`config.mk`:
```
export PLATFORM = sky130hd
export DESIGN_NAME = car_motion_flat
export DESIGN_NICKNAME = d
export VERILOG_FILES = /design/src/rtl/car_motion_if.sv /design/src/rtl/car_motion.sv /design/src/flat_wrapper.sv
export SDC_FILE = /design/constraint.sdc
export NUM_CORES = 1
export LEC_CHECK = 0
export ABC_CLOCK_PERIOD_IN_PS = 3100
export BUFFER_PORTS_ARGS = -buffer_cell sky130_fd_sc_hd__buf_2
export CORE_ASPECT_RATIO = 0.9
export CORE_MARGIN = 3
export CORE_UTILIZATION = 42
export DETAILED_ROUTE_END_ITERATION = 10
export GPL_ROUTABILITY_DRIVEN = 1
export PLACE_DENSITY = 0.59
export SYNTH_ARGS = -nofsm -noshare
export SYNTH_HDL_FRONTEND = slang
export SYNTH_SLANG_ARGS = --single-unit
```
`constraint.sdc`:
```
create_clock -name clk -period 3.1 [get_ports clk]
set_input_delay 0.31 -clock clk [delete_from_list [all_inputs] [get_ports clk]]
set_output_delay 0.31 -clock clk [all_outputs]
set_load 0.01 [all_outputs]
```
`src/rtl/car_motion_if.sv`:
```
// Signal bundle between the elevator state controller and the car travel model.
interface car_motion_if;
  logic       dir;
  logic       door;
  logic [2:0] floor;
  logic       arrive;
  logic       moving;
  logic       at_limit;

  modport master (output dir, output door,
                  input floor, input arrive, input moving, input at_limit);
  modport slave  (input dir, input door,
                  output floor, output arrive, output moving, output at_limit);
endinterface

```
`src/rtl/car_motion.sv`:
```
// Car travel model: per-floor travel timer, post-arrival settle hold, and
// limit protection so the floor index never leaves 0..TOP_FLOOR.
module car_motion #(
  parameter int unsigned TRAVEL_CYCLES = 100,
  parameter int unsigned SETTLE_CYCLES = 4,
  parameter int unsigned TOP_FLOOR     = 7
) (
  input  logic         clk,
  input  logic         rst_n,
  car_motion_if.slave  bus
);

  typedef enum logic [1:0] {IDLE, MOVING, SETTLE} state_t;

  localparam logic [15:0] TRAVEL_LAST = 16'(TRAVEL_CYCLES - 1);
  localparam logic [7:0]  SETTLE_LAST = 8'(SETTLE_CYCLES - 1);
  localparam logic [2:0]  TOP         = 3'(TOP_FLOOR);

  state_t      state_q, state_d;
  logic [2:0]  floor_q, floor_d;
  logic [15:0] timer_q, timer_d;
  logic [7:0]  settle_q, settle_d;
  logic        ldir_q, ldir_d;
  logic        arrive_q, arrive_d;
  logic        moving_q, moving_d;
  logic        at_limit;

  always_comb begin
    at_limit = (bus.dir && (floor_q == TOP)) || (!bus.dir && (floor_q == '0));
  end

  always_comb begin
    state_d  = state_q;
    floor_d  = floor_q;
    timer_d  = timer_q;
    settle_d = settle_q;
    ldir_d   = ldir_q;
    arrive_d = 1'b0;
    moving_d = 1'b0;
    case (state_q)
      IDLE: begin
        if (!bus.door && !at_limit) begin
          state_d = MOVING;
          timer_d = '0;
          ldir_d  = bus.dir;
        end
      end
      MOVING: begin
        if (bus.door) begin
          state_d = IDLE;
          timer_d = '0;
        end else if (bus.dir != ldir_q) begin
          // Reversal discards partial travel; reversing into a limit stops the car.
          timer_d = '0;
          if (at_limit) state_d = IDLE;
          else          ldir_d  = bus.dir;
        end else if (timer_q == TRAVEL_LAST) begin
          floor_d  = ldir_q ? floor_q + 3'd1 : floor_q - 3'd1;
          arrive_d = 1'b1;
          state_d  = SETTLE;
          settle_d = '0;
          timer_d  = '0;
        end else begin
          timer_d = timer_q + 16'd1;
        end
      end
      SETTLE: begin
        if (settle_q == SETTLE_LAST) begin
          state_d  = IDLE;
          settle_d = '0;
        end else begin
          settle_d = settle_q + 8'd1;
        end
      end
      default: state_d = IDLE;
    endcase
    moving_d = (state_d == MOVING);
  end

  always_ff @(posedge clk) begin
    if (!rst_n) begin
      state_q  <= IDLE;
      floor_q  <= '0;
      timer_q  <= '0;
      settle_q <= '0;
      ldir_q   <= 1'b0;
      arrive_q <= 1'b0;
      moving_q <= 1'b0;
    end else begin
      state_q  <= state_d;
      floor_q  <= floor_d;
      timer_q  <= timer_d;
      settle_q <= settle_d;
      ldir_q   <= ldir_d;
      arrive_q <= arrive_d;
      moving_q <= moving_d;
    end
  end

  assign bus.floor    = floor_q;
  assign bus.arrive   = arrive_q;
  assign bus.moving   = moving_q;
  assign bus.at_limit = at_limit;

endmodule
```
`src/flat_wrapper.sv`:
```
// flat-port wrapper written by rule: the top's interface ports become plain ports
module car_motion_flat 
#(
  parameter int unsigned TRAVEL_CYCLES = 100,
  parameter int unsigned SETTLE_CYCLES = 4,
  parameter int unsigned TOP_FLOOR     = 7
)
  (clk, rst_n, bus_dir, bus_door, bus_floor, bus_arrive, bus_moving, bus_at_limit);
  car_motion_if bus_i ();
  input  logic clk;
  input  logic rst_n;
  input wire logic [$bits(bus_i.dir)-1:0] bus_dir;
  input wire logic [$bits(bus_i.door)-1:0] bus_door;
  output wire logic [$bits(bus_i.floor)-1:0] bus_floor;
  output wire logic [$bits(bus_i.arrive)-1:0] bus_arrive;
  output wire logic [$bits(bus_i.moving)-1:0] bus_moving;
  output wire logic [$bits(bus_i.at_limit)-1:0] bus_at_limit;
  assign bus_i.dir = bus_dir;
  assign bus_i.door = bus_door;
  assign bus_floor = bus_i.floor;
  assign bus_arrive = bus_i.arrive;
  assign bus_moving = bus_i.moving;
  assign bus_at_limit = bus_i.at_limit;
  car_motion #(.TRAVEL_CYCLES(TRAVEL_CYCLES), .SETTLE_CYCLES(SETTLE_CYCLES), .TOP_FLOOR(TOP_FLOOR)) u_core (.clk(clk), .rst_n(rst_n), .bus(bus_i));
endmodule
```
After elaboration in Yosys (flattened, before gate mapping):

Index checks and enable logic that the tools add are counted.

* mux-type cells: 24
* bitwise gates (word level): 4
* add/sub/neg operators: 4
* reductions and logical operators: 16
* equal/unequal tests: 13

Operator list (number)
* $mux W16: 4
* $mux W8: 4
* $pmux W16 S2: 1
* $add A16 B1 Y16 const B: 1
* $eq A16 B7 Y1 const B: 1
* $pmux W8 S2: 1
* $mux W2: 6
* $add A8 B1 Y8 const B: 1
* $eq A8 B2 Y1 const B: 1
* $reduce_and A4 Y1: 2
* $ne A2 B1 Y1 const B: 3
* $ne A2 B2 Y1 const B: 3
* $pmux W2 S3: 1
* $mux W1: 5
* $reduce_and A5 Y1: 1
* $eq A2 B1 Y1 const B: 2
* $not A1 Y1: 4
* $reduce_bool A2 Y1: 2
* $reduce_or A4 Y1: 1
* $add A3 B1 Y3 const B: 1
* $eq A3 B3 Y1 const B: 1
* $logic_and A1 B1 Y1: 3
* $logic_not A1 Y1: 3
* $logic_not A3 Y1: 1
* other kinds (8): 8

* word-level logic and storage cells: 68
* register bits after elaboration: 32
* output and inout bits: 6
* input bits: 4

Depth between registers and ports, before layout:

* word-level depth: 8
* mapped depth: 7
* gate-level depth less buffers: 6

Worst setup path after synthesis:

Ideal clock, no wire load.

* path type: flip-flop to flip-flop
* from: reg u_core.timer_q[4]
* to: reg u_core.floor_q[1], in the netlist u_core.bus.floor[1]
* cell stages (with the launch flop): 6
* library setup time: 128 ps
* data required time: 2972 ps
* data arrival time: 1762 ps
* buffers on the path: 0
* setup slack: 1210 ps
* period minus slack after synthesis: 1890 ps
* path through: dfxtp_1 or4_4 nor4_4 and2_1 mux2i_1 nor2_1

* longest elaborated chain between the ends: 2

Ends and longest elaborated chain
* start: declaration: RTL line car_motion.sv:21 `logic [15:0] timer_q, timer_d;`
* start signal: assignment: RTL line car_motion.sv:92 `timer_q <= timer_d;`
* $eq A16 B7 Y1: RTL line car_motion.sv:57 `end else if (timer_q == TRAVEL_LAST) begin`
* $reduce_and A4 Y1 (no line)
* end signal: assignment: RTL line car_motion.sv:91 `floor_q <= floor_d;`
* end: declaration: RTL line car_motion.sv:20 `logic [2:0] floor_q, floor_d;`

No other way between the ends.
A chain may end at the register's enable or synchronous reset.

Final worst setup path:

* from: reg u_core.state_q[1]
* to: reg u_core.timer_q[3]

* longest elaborated chain between the ends: 3
* elaborated cells on any way between the ends: 6
* classes of those cells: 2 x eq/ne; 1 x mux; 3 x reduce/logical

Ends and longest elaborated chain
* start: declaration: RTL line car_motion.sv:19 `state_t state_q, state_d;`
* start signal: assignment: RTL line car_motion.sv:90 `state_q <= state_d;`
* $logic_not A2 Y1 or $eq A2 B1 Y1 (tied branches): RTL line car_motion.sv:40 `case (state_q)`
* $ne A2 B1 Y1 (no line) or $reduce_bool A2 Y1 (tied branches)
* $reduce_and A2 Y1 (no line)

Several ways; a longest one is shown, not always the timed one.

==> results.rst <==
.. list-table::
   :header-rows: 1

   * - Metric
     - Value
   * - Outcome
     - finished, final reports clean
   * - Total negative slack for setup checks
     - 0 ns
   * - Initial core utilization
     - between 40% and 50%
   * - Final wirelength
     - about 3400 um
   * - Final period util
     - 69.9%
   * - DRC
     - 0
   * - Clock network latency to the later pin of the worst-skew pair
     - 0.28 ns
   * - Inserted Diodes
     - 0
   * - Number of cells produced by synthesis
     - 184
   * - Aggregate global-route resource usage
     - between 15 and 20%
   * - Die Outline Area
     - 4530 um2
   * - Number of flops mapped to enable cells by yosys
     - 0
   * - Synthesized flop and latch total
     - 32
   * - Max-slew violation count
     - 0
   * - Synth unique cells
     - 43
   * - Final cell utilization of the core
     - between 50% and 60%
   * - Average wire per cell in the routed design
     - 14.0 um
   * - Most frequent standard cell in the layout excluding fill and tap cells
     - dfxtp_1
   * - Commonest non-fill, non-tap cells in the layout
     - dfxtp_1, a21oi_1, nand2_1, nor2_1, a31oi_1
   * - Number of buffers between clock root and the deepest sink
     - 2
   * - Clock root cell
     - clkbuf_8
   * - Net count reported at finish
     - 206
   * - Crit Path Category
     - reg -> reg
   * - Final setup fails
     - 0
   * - Max Freq
     - ~460 MHz
   * - Via count of the first global-routing pass
     - 1,304
   * - Layout filler cell count
     - approximately 340
   * - Number of clock buffers inserted by TritonCTS
     - 5
   * - First-pass GRT wire length
     - roughly 5900 um
   * - Number of nets with antenna violations after routing
     - 0
   * - Area of the placeable core
     - between 3000 and 4000 um2
   * - Worst setup EP type
     - flip-flop
   * - Initial antenna violation count
     - 0
   * - Post-CTS clock slew at the launch and capture registers of the worst setup and hold paths
     - ~0.060 ns
   * - Violation count after the first detailed-routing iteration
     - just under 90
   * - Data required, critical path
     - around 3.3 ns
   * - Post-CTS Resized
     - 0
   * - Fraction of layout cells with a size suffix above 1
     - 12.5%
   * - Cell accounting for the most synthesized area
     - dfxtp_1
   * - Synthesized area per cell
     - about 8.6 um2
   * - Vias
     - between 1k and 1.5k
   * - Total number of placement rows
     - 20
   * - CTS H-Tree Depth
     - 2
   * - Routability-driven placement congestion ratio
     - between 0.7 and 0.8
   * - Horizontal die dimension
     - around 71 um
   * - Path type of the worst min-delay path
     - in -> reg
   * - Count of warnings emitted by yosys
     - 0
   * - Worst Path Max Fanout
     - 13
   * - HPWL after detailed placement
     - about 2400 um
   * - Worst Max-Slew Pin Slew
     - between 0.6 and 0.7 ns
   * - Sequential cell area fraction in the yosys report
     - 40.6%
   * - Number of port buffers
     - 9
   * - Via count normalized by instance count
     - 5.79
   * - Post-route minimum period
     - 2.17 ns
   * - Count of pins on the block boundary
     - 10
   * - Clock tree sinks
     - 32
   * - Die Y-Extent
     - between 60 and 70 um
   * - Unrepaired setup endpoints after global routing
     - false
   * - CTS Hold Buffers Added
     - 0
   * - Top_reg_cell synth
     - dfxtp_1
   * - CTS tree
     - built
   * - Static leakage power
     - just under 0.6 nW
   * - Net count of the mapped netlist
     - approximately 190
   * - Global route overflow
     - 0
   * - Maximum Capacitance Violations
     - 0
   * - Fraction of synthesis flops using an asynchronous set or reset pin
     - 0%
   * - Power density over cell area
     - ~440 nW/um2
   * - Area growth from synthesis to layout
     - 11.7%
   * - Worst Skew
     - around 0.0019 ns
   * - Ranking of synthesized cells by area
     - dfxtp_1, a21oi_1, a31oi_1, nand3_1, nand2_1
   * - Startpoint class of the critical path
     - flip-flop
   * - Final Hold Violating Endpoints
     - 0
   * - Pin count of the biggest net entering global routing
     - 14
   * - Combined area of all synthesized cells
     - ~1600 um2
   * - Largest vdd supply drop
     - 0.000242 V
   * - WP data arrival
     - between 2 and 2.5 ns
   * - Number of detailed-route iterations in the first pass
     - 4
   * - Area share of the leading cell type in the synthesized netlist
     - roughly two fifths
   * - Worst relative slew slack
     - 56.0%
   * - Post-CTS setup buffer count
     - 0
[Yosys cell counts (all sizes together) (2+ instances only)]
library cell	n
dfxtp	32
nand2b	7
nand4	4
ha	2
a31oi	13
xnor2	2
nor2	15
o21ai	11
a211oi	4
xor2	2
buf	2
a21oi	17
a311oi	2
mux2i	4
or4	5
or3	4
inv	6
nand3	11
nor4	3
nand2	14
nor3	3
a41oi	2
and3	3
or2	4
[kinds of logic after synthesis]
| kind of cell | count (synthesis) | synth area share (%) |
|---|---|---|
| xor gates and xnor gates | 4 | 2.22 |
| buffers and inverters | 9 | 2.70 |
| adders and majority gates | 3 | 2.86 |
| and+or+nand+nor | 78 | 27.5 |
| AOI/OAI and AO/OA | 54 | 21.6 |
| DFF | 32 | 40.6 |
| muxes | 4 | 2.54 |
[final timing paths]
path                           start            endpoint  slack (ns)  cells after the start
hold / removal               bus_dir       u_core.ldir_q        0.32                      3
setup / recovery   u_core.state_q[1]   u_core.timer_q[3]        0.93                      6
setup reg to reg   u_core.state_q[1]   u_core.timer_q[3]        0.93                      6
hold reg to reg   u_core.timer_q[15]  u_core.timer_q[15]        0.48                      1
[final cells by class]
type | count | area [um2] | area share [%]
multi-input cells | 143 | 893 | 50.7
inverters | 6 | 22.5 | 1.28
well taps | 44 | 55.1 | 3.12
clock buffers | 8 | 90.1 | 5.11
flip-flops and latches | 32 | 641 | 36.4
repair buffers | 11 | 60.1 | 3.41
[through the flow]
| step | total power, mW | setup slack, ns | instances | cell area (um2) | hold slack, ns |
|---|---|---|---|---|---|
| after CTS | 0.788 | 0.954 | 244 | 1760 | 0.320 |
| final | 0.774 | 0.935 | 244 | 1760 | 0.324 |
| after global routing | 0.810 | 0.781 | 244 | 1760 | 0.362 |
| after global placement | 0.455 | 0.854 | 236 | 1670 | 0.467 |
| after detailed placement | 0.456 | 0.751 | 236 | 1670 | 0.472 |
| after floorplan | 0.445 | 1.21 | 184 | 1580 | 0.433 |
[power breakdown]
group	leakage (nW)	switching, mW	internal (mW)
Sequential	0.258	0.00202	0.413
Clock	0.0455	0.146	0.181
Combinational	0.285	0.0210	0.0104
[per-layer routing]
metal / vias to the layer above / share of wire, % / GRT usage [%] / wire, um
li1: 727 / - / - / -
met1: 648 / 50 / 22.4 / 1690
met2: 31 / 43 / 24.4 / 1460
met3: 7 / 5.3 / 3.77 / 182
met4: 0 / 2.2 / 8.22 / 74
met5: - / 0 / 0 / 0
[worst max-delay path, cell delays in order, from the launching register on]
cell      delay, ns
dfxtp_1        0.37
nand2b_1       0.23
or4_1          0.52
nor2_2         0.42
buf_4          0.27
a41oi_1        0.13
a31oi_1        0.15
[registers in the layout, indices dropped and copies added (netlist names)]
name / flops
u_core.bus.floor: 3
u_core.ldir_q: 1
u_core.state_q: 2
u_core.timer_q: 16
u_core.bus.moving: 1
u_core.bus.arrive: 1
u_core.settle_q: 8
Power figures use the tool's default switching activity.
